### config.mk
export PLATFORM = sky130hd
export DESIGN_NAME = mtm_alu_tx_scheduler
export DESIGN_NICKNAME = d
export VERILOG_FILES = /design/src/rtl/mtm_alu_tx_scheduler.sv
export SDC_FILE = /design/constraint.sdc
export NUM_CORES = 1
export LEC_CHECK = 0
export ABC_AREA = 0
export CORE_UTILIZATION = 50
export CTS_CLUSTER_SIZE = 30
export DETAILED_ROUTE_END_ITERATION = 10
export GPL_TIMING_DRIVEN = 0
export PLACE_DENSITY = 0.75
export SYNTH_ARGS = -nofsm -noshare
export SYNTH_HDL_FRONTEND = slang
export SYNTH_SLANG_ARGS = --single-unit
### constraint.sdc
create_clock -name clk -period 2.7 [get_ports clk]
set_input_delay 0.405 -clock clk [delete_from_list [all_inputs] [get_ports clk]]
set_output_delay 0.405 -clock clk [all_outputs]
set_load 0.03 [all_outputs]
### src/rtl/mtm_alu_tx_scheduler.sv
// mtm_alu_tx_scheduler
//
// Purpose: collects result and error responses from the ALU core into a small
// FIFO and streams each one to the byte serializer as a frame. A result frame
// is the four bytes of C (MSB first, tx_cmd=0) followed by its control byte
// (tx_cmd=1). An error frame is the control byte alone (tx_cmd=1). Frames are
// sent whole, in queue order, with one idle cycle between consecutive frames.
//
// Ports:
//   clk        single clock, all state on the rising edge
//   rst_n      asynchronous active-low reset
//   res_valid  result request; res_c = result word, res_ctl = control byte
//   res_ready  result request is accepted this cycle when res_valid=1
//   err_valid  error request; err_ctl = control byte
//   err_ready  error request is accepted this cycle when err_valid=1
//   tx_valid   byte offered to serializer; tx_data = byte, tx_cmd = 1 for control
//   tx_ready   serializer takes the byte when tx_valid & tx_ready
//   busy       FSM not idle or queue not empty
//
// Parameter QDEPTH: queue depth in entries, power of two in 2..8.
//
// Build option: define MTM_ALU_TX_RR_EN for round-robin arbitration between
// simultaneous result and error requests (the last granted side loses, error
// wins first after reset). Without it, errors always win.

module mtm_alu_tx_scheduler #(
    parameter int QDEPTH = 2
) (
    input  logic        clk,
    input  logic        rst_n,
    input  logic        res_valid,
    input  logic [31:0] res_c,
    input  logic [7:0]  res_ctl,
    output logic        res_ready,
    input  logic        err_valid,
    input  logic [7:0]  err_ctl,
    output logic        err_ready,
    output logic        tx_valid,
    output logic [7:0]  tx_data,
    output logic        tx_cmd,
    input  logic        tx_ready,
    output logic        busy
);

    localparam int PW = $clog2(QDEPTH);
    localparam int CW = PW + 1;
    localparam logic [CW-1:0] FULL_CNT = CW'(QDEPTH);

    typedef enum logic [1:0] {
        IDLE = 2'd0,
        DATA = 2'd1,
        CMD  = 2'd2
    } state_t;

    // Response queue storage (data only, no reset needed).
    logic        q_kind [QDEPTH];
    logic [31:0] q_c    [QDEPTH];
    logic [7:0]  q_ctl  [QDEPTH];

    logic [PW-1:0] wr_ptr;
    logic [PW-1:0] rd_ptr;
    logic [CW-1:0] count;

    state_t      state;
    logic [1:0]  idx;
    logic [31:0] frame_c;
    logic [7:0]  frame_ctl;

    logic full;
    logic empty;
    logic accept_ok;
    logic push_err;
    logic push_res;
    logic push;
    logic pop;
    logic handshake;

    function automatic logic [7:0] c_byte(input logic [31:0] c, input logic [1:0] i);
        logic [7:0] b;
        case (i)
            2'd0:    b = c[31:24];
            2'd1:    b = c[23:16];
            2'd2:    b = c[15:8];
            default: b = c[7:0];
        endcase
        return b;
    endfunction

    assign full  = (count == FULL_CNT);
    assign empty = (count == '0);

    // Ready is forced low while reset is asserted so nothing is accepted
    // until the first rising edge after release.
    assign accept_ok = rst_n & ~full;

`ifdef MTM_ALU_TX_RR_EN
    logic err_first;

    assign err_ready = accept_ok & (~res_valid | err_first);
    assign res_ready = accept_ok & (~err_valid | ~err_first);

    always_ff @(posedge clk or negedge rst_n) begin
        if (!rst_n) begin
            err_first <= 1'b1;
        end else if (push_err) begin
            err_first <= 1'b0;
        end else if (push_res) begin
            err_first <= 1'b1;
        end
    end
`else
    assign err_ready = accept_ok;
    assign res_ready = accept_ok & ~err_valid;
`endif

    // The two grants are mutually exclusive by construction of the ready terms.
    assign push_err  = err_valid & err_ready;
    assign push_res  = res_valid & res_ready;
    assign push      = push_err | push_res;
    assign pop       = (state == IDLE) & ~empty;
    assign handshake = tx_valid & tx_ready;
    assign busy      = (state != IDLE) | ~empty;

    always_ff @(posedge clk) begin
        if (push) begin
            q_kind[wr_ptr] <= push_err;
            q_c[wr_ptr]    <= push_err ? 32'd0 : res_c;
            q_ctl[wr_ptr]  <= push_err ? err_ctl : res_ctl;
        end
    end

    always_ff @(posedge clk) begin
        if (pop) begin
            frame_c   <= q_c[rd_ptr];
            frame_ctl <= q_ctl[rd_ptr];
        end
    end

    // Pointers wrap naturally because QDEPTH is a power of two.
    always_ff @(posedge clk or negedge rst_n) begin
        if (!rst_n) begin
            wr_ptr <= '0;
            rd_ptr <= '0;
            count  <= '0;
        end else begin
            if (push) wr_ptr <= wr_ptr + PW'(1);
            if (pop)  rd_ptr <= rd_ptr + PW'(1);
            case ({push, pop})
                2'b10:   count <= count + CW'(1);
                2'b01:   count <= count - CW'(1);
                default: count <= count;
            endcase
        end
    end

    // Frame FSM with registered outputs. The first byte is loaded straight
    // from the queue head on the pop edge, later bytes from the frame register.
    always_ff @(posedge clk or negedge rst_n) begin
        if (!rst_n) begin
            state    <= IDLE;
            idx      <= 2'd0;
            tx_valid <= 1'b0;
            tx_cmd   <= 1'b0;
            tx_data  <= 8'd0;
        end else begin
            case (state)
                IDLE: begin
                    if (!empty) begin
                        idx      <= 2'd0;
                        tx_valid <= 1'b1;
                        if (!q_kind[rd_ptr]) begin
                            state   <= DATA;
                            tx_cmd  <= 1'b0;
                            tx_data <= c_byte(q_c[rd_ptr], 2'd0);
                        end else begin
                            state   <= CMD;
                            tx_cmd  <= 1'b1;
                            tx_data <= q_ctl[rd_ptr];
                        end
                    end
                end
                DATA: begin
                    if (handshake) begin
                        if (idx == 2'd3) begin
                            state   <= CMD;
                            tx_cmd  <= 1'b1;
                            tx_data <= frame_ctl;
                        end else begin
                            idx     <= idx + 2'd1;
                            tx_data <= c_byte(frame_c, idx + 2'd1);
                        end
                    end
                end
                CMD: begin
                    if (handshake) begin
                        state    <= IDLE;
                        tx_valid <= 1'b0;
                        tx_cmd   <= 1'b0;
                        tx_data  <= 8'd0;
                    end
                end
                default: begin
                    state    <= IDLE;
                    tx_valid <= 1'b0;
                    tx_cmd   <= 1'b0;
                    tx_data  <= 8'd0;
                end
            endcase
        end
    end

endmodule
## Yosys cells after proc, flatten, opt, wreduce, memory -nomap -nowiden

Memories as Yosys holds them, arrays and structs flattened.
Cells that the tools add are included.

| word-level totals | value |
|---|---|
| register bits | 58 |
| memory bits (writable) | 82 |
| output and inout port bits | 13 |
| memories kept | 3 |

| operators by class | value |
|---|---|
| $add $sub $neg | 5 |
| equality and inequality tests | 13 |
| muxes and demuxes | 30 |
| bitwise logic cells | 12 |
| reduce and logical (&&, ||, !) cells | 10 |

Memories:

| name | words | bits a word | read ports | clocked after memory_dff | write ports | line | text |
|---|---|---|---|---|---|---|---|
| q_c | 2 | 32 | 1 | 0 | 1 | 57 | `logic [31:0] q_c [QDEPTH];` |
| q_ctl | 2 | 8 | 1 | 0 | 1 | 58 | `logic [7:0] q_ctl [QDEPTH];` |
| q_kind | 2 | 1 | 1 | 0 | 1 | 56 | `logic q_kind [QDEPTH];` |

Operators by type and width:

| cell | number |
|---|---|
| $mux W8 | 6 |
| $pmux W8 S3 | 2 |
| $mux W32 | 1 |
| $mux W2 | 8 |
| $eq A2 B2 Y1 const B | 5 |
| $ne A2 B2 Y1 const B | 5 |
| $mux W1 | 8 |
| $pmux W2 S2 | 2 |
| $reduce_and A4 Y1 | 2 |
| $and A1 B1 Y1 | 6 |
| $eq A2 B1 Y1 const B | 3 |
| $logic_not A2 Y1 | 3 |
| $pmux W1 S3 | 2 |
| $pmux W2 S3 | 1 |
| $reduce_and A3 Y1 | 2 |
| $reduce_bool A2 Y1 | 3 |
| $add A2 B1 Y2 const B | 2 |
| $not A1 Y1 | 4 |
| $add A1 B1 Y1 const B | 2 |
| $or A1 B1 Y1 | 2 |
| $sub A2 B1 Y2 const B | 1 |

## Logic depth before layout (Yosys ltp)

| depth | value |
|---|---|
| depth in word-level cells | 8 |
| gate-level depth with buffers | 8 |
| mapped depth without buffers | 7 |

## Worst setup path after synthesis

No wires, ideal clock.

| timing path | value |
|---|---|
| path type | reg2reg |
| from | register count[0] |
| to | memory q_c[0][0], enable pin |
| arrival time | 2.963 ns |
| required time | 2.260 ns |
| slack | -0.702 ns |
| stages on the path, launching flop included | 6 |
| path buffers | 1 |
| period minus slack after synthesis | 3.402 ns |
| cell sequence | dfrtp_1 > buf_2 > inv_1 > a21boi_2 > o21ai_0 > nor2_1 |

| on the way | value |
|---|---|
| cells in the longest elaborated chain, start to end | 8 |
| elaborated cells between the ends (all ways) | 9 |
| those cells by class | eq/ne: 1; mux: 2; bitwise: 6 |

RTL lines:

| what | line | text |
|---|---|---|
| from (decl) | 62 | `logic [CW-1:0] count;` |
| from (signal assigned) | 149 | `2'b10: count <= count + CW'(1);` |
| from (signal assigned) | 150 | `2'b01: count <= count - CW'(1);` |
| from (signal assigned) | 151 | `default: count <= count;` |
| $eq A2 B2 Y1 (*) | 89 | `assign full = (count == FULL_CNT);` |
| $not A1 Y1 (*) | 94 | `assign accept_ok = rst_n & ~full;` |
| $and A1 B1 Y1 (*) | 94 |  |
| via err_ready | 37 | `output logic err_ready,` |
| $and A1 B1 Y1 | 113 | `assign res_ready = accept_ok & ~err_valid;` |
| $and A1 B1 Y1 | 118 | `assign push_res = res_valid & res_ready;` |
| $or A1 B1 Y1 (*) | 119 | `assign push = push_err \| push_res;` |
| $mux W1 (*) | 125 | `if (push) begin` |
| $mux W1 (*) | 127 | `q_c[wr_ptr] <= push_err ? 32'd0 : res_c;` |
| to (decl) | 57 |  |

Mark *: on every way through the listed nets, which the timed path passes. The rest lies on a longest branch.

==> implementation parameters <==
Parameter                              Value

Finish
  Layout fillers    797
  Area growth syn-to-layout    26.2%
  Fraction of final layout cells sized beyond drive strength 1    22.9%
  Final #Nets    500
  Non-filler cells in the finished layout    594
  ANT cells    0
  Final core utilization    66.2%
  Total non-filler cell area in the finished layout    7300 sq um

Die
  Die width    110 um
  Floorplan row count    38
  Effective utilization at floorplan    52.4%
  Vert. Die Dim    110 um
  Area of the die    12000 sq um
  Core area    11000 sq um
  Top-Level Pins    66

Placement
  Half-perimeter wire length of the detailed placement result    7.19 mm
  Area after DPL    6680 sq um
  Number of placed instances with taps included    562
  Buffers on Ports    65
  Gpl congestion    0.793

Routing
  Routed length per placed instance    18.5 um
  Detailed Routing Iterations Pass 1    5
  Total via count in the routed design    3255
  Detailed-route wire length    11.0 mm
  Post-detailed-route count of antenna-violating nets    0
  1st-iter DRT viols    178
  Remaining DRCs    0
  Via density per instance    5.48

Synthesis
  Post-synth EDFFs    122
  Number of synthesized register bits    139
  Dominant cell by count in the synthesized netlist    edfxtp_1
  Top FF cell, synth    edfxtp_1
  Leading cell types by total area after synthesis    edfxtp_1 63%, mux2_2 8.6%, dfrtp_1 7.4%
  Commonest cells in the synthesized netlist    122 x edfxtp_1, 44 x mux2_2, 32 x and2_1
  Avg Cell Area, Syn    16.3 sq um
  Xor and xnor area share after synthesis    0.909%
  Count of warnings emitted by yosys    0
  Most area-hungry cell type in the Yosys netlist    edfxtp_1
  Post-Synthesis Cell Area    5780 sq um
  Compound-Gate Fraction of Synth Area    7.66%
  Synthesized-area fraction occupied by adder cells    1.30%
  Syn Nets    414
  Area fraction in and, or, nand and nor cells after synthesis    6.99%
  Register area share after synthesis    70.7%
  Top-area cell type share of the netlist area    63.3%
  Main combinational cell family by area after synthesis    multiplexers
  Portion of netlist area occupied by mux cells    9.86%
  Number of library cell types mapped by synthesis    40
  Synth Instances    355
  Share of flip-flops with an asynchronous set or reset    12.2%

CTS
  Buffers from clock root to sink, at most    2
  Clock-pin slew on the worst setup and hold paths    0.06 ns
  Clk sink count    139
  Clock tree from TritonCTS    done
  Inserted Clock Buffers    17
  Insertion delay to the later sink of the worst-skew pair    0.41 ns
  H-tree level count    4
  Total setup buffers inserted after CTS    0
  Cell chosen for the clock root    clkbuf_16

Critical path
  Signal arrival time at the worst endpoint    2.09 ns
  CP cell instances    buf_4 -> or4_4 -> clkdlybuf4s50_1
  Worst Path Class, Setup    reg -> out
  Critical Path Max Stage Delay    0.61 ns
  Count of buffering cells on the critical path with inverters included    2
  Crit end category    output pin
  Sort of element at the start of the critical path    flop
  Maximum fanout count along the critical path    10
  Gate family responsible for the most delay along the worst path    buffers and inverters
  Required time of the critical path    2.30 ns
  Slowest library cell on the worst path    clkdlybuf4s50_1

GRT
  Antenna violations before repair    0
  Maximum number of pins on one net before global-route repair    44
  Global routing usage summed across all routing layers    20.6%
  Global-route wire length before repair    17.4 mm
  Vias in the first global route    3353
  Remaining global-route overflow    0

Power and ir drop
  Combinational Power Share    30.1%
  Peak ir drop on the vdd network    0.524 mV
  Share of total power in the clock network    28.0%
  Leak Pwr    2.57 nW
  Net Switching    2.56 mW
  Internal    5.91 mW
  Switching part of the total    30.3%
  Power per standard cell area    1160 nW/um^2
  Reg power frac    41.9%

Timing
  Post-route clock skew    0.00579 ns
  Setup TNS after final layout    0 ns
  Final hold vios    0
  Tcrit/Tclk final    92.3%
  Top achievable clock speed    401 MHz
  Endpoints failing setup    0
  Setup repair after global routing missed its margin    no
  Relative slew slack    40.3%
  Final worst path period need    2.49 ns
  Worst hold slack across all endpoints    0.0382 ns
  Number of pins with negative max-slew slack in the final report    0
  Worst slew pin tran    0.887 ns

Job
  Count of max-cap constraint violations    0

Outcome
  Result of the run    finished clean

Worst hold path
  Path category of the worst min-delay check    in -> async
==> path summary, 6_finish.rpt <==
check                                start          to  cells past startpoint  slack (ns)
worst max register to register    count[0]   q_c[0][8]                      6        0.36
worst min register to register  tx_data[2]  tx_data[2]                      2        0.48
worst min-delay path                 rst_n  tx_data[3]                      1        0.04
min in group clk                tx_data[2]  tx_data[2]                      2        0.48
worst max-delay path                tx_cmd        busy                      3        0.21
max in group asynchronous            rst_n  tx_data[1]                      1        2.33
==> state kept, by name, summed over array words and instances (netlist names), 2 cells and up <==
register and cells:
tx_data 8, q_kind 2, q_c 64, idx 2, frame_c 32, frame_ctl 8
q_ctl 16, count 2
==> timing repair <==
action                     CTS  global route
gates resized for setup      3             1
pin swaps                    0             0
setup endpoints to repair   84             1
hold buffers                 0             0
==> worst reg2reg max path: cells and delay by family, from the launching register on <==
family                 cells  cell delay (ns)
and+or+nand+nor            1             0.66
AOI/OAI and AO/OA          2             0.53
buffers and inverters      3             0.52
DFF                        1             0.32
==> metrics by stage <==
| step | worst slack [ns] | power [mW] |
|---|---|---|
| after detailed placement | -0.688 | 6.11 |
| after global placement | -1.51 | 5.98 |
| after floorplan | -0.0594 | 5.24 |
| after global routing | 0.129 | 8.85 |
| after CTS | 0.0934 | 8.52 |
| final | 0.208 | 8.47 |
==> logic make-up (layout without fill, tap and decap cells) <==
| family | Yosys count | in the layout |
|---|---|---|
| DFF | 139 | 139 |
| AOI/OAI and AO/OA | 63 | 63 |
| and+or+nand+nor | 67 | 67 |
| xor gates and xnor gates | 6 | 6 |
| adders and majority gates | 6 | 6 |
| muxes | 49 | 49 |
| buffers and inverters | 25 | 124 |
==> power groups by stage <==
stage	clock, mW	sequential (mW)	combinational, mW
final	2.37	3.55	2.55
after global routing	2.48	3.61	2.77
after CTS	2.39	3.56	2.57
after detailed placement	0	3.58	2.53
after global placement	0	3.57	2.41
after floorplan	0	3.60	1.64
==> cell usage in the layout (no fill, tap or decap), types with 2 or more instances in the layout <==
master           synthesis  routed
o21ai_0                  9       9
buf_6                    3       3
clkinv_4                 0       3
edfxtp_1               122     122
bufinv_16                0       4
a22oi_1                  9       9
ha_1                     6       6
buf_1                    3       3
a21oi_1                  9       9
buf_2                    5       5
clkinv_1                 0       3
inv_1                    6       6
nor2b_1                  6       6
clkinv_2                 0       2
and2b_2                  3       3
clkdlybuf4s50_1          0      64
dfrtp_1                 17      17
a32o_1                   8       8
xor2_1                   2       2
clkbuf_16                0      17
buf_16                   0       2
a211oi_1                16      16
nand2_1                 12      12
nor2_4                   0       2
nor2_1                   5       3
o21ai_1                  5       5
and2_1                  32      32
mux2_2                  44      44
buf_4                    3       3
mux2_4                   5       5
clkbuf_1                 4       6
xnor2_1                  4       4
==> layout make-up <==
| type | count | area, sq um | share of cell area (%) |
|---|---|---|---|
| Buffer | 19 | 128 | 1.75 |
| Clock buffer | 19 | 433 | 5.93 |
| Clock inverter | 13 | 175 | 2.40 |
| Inverter | 6 | 22.5 | 0.309 |
| Multi-Input combinational cell | 191 | 1570 | 21.5 |
| Sequential cell | 139 | 4090 | 56.0 |
| Tap cell | 140 | 175 | 2.40 |
| Timing Repair Buffer | 67 | 707 | 9.69 |
==> metal layers <==
metal / up-vias / GRT usage, % / share of wire, %
met2: 117 / 33.8 / 51
met5: - / 0 / 0
met4: 0 / 10.1 / 1.9
li1: 1531 / - / -
met3: 18 / 4.39 / 6.2
met1: 1589 / 26.0 / 41
Note: power is estimated with default switching activity, not from simulation.
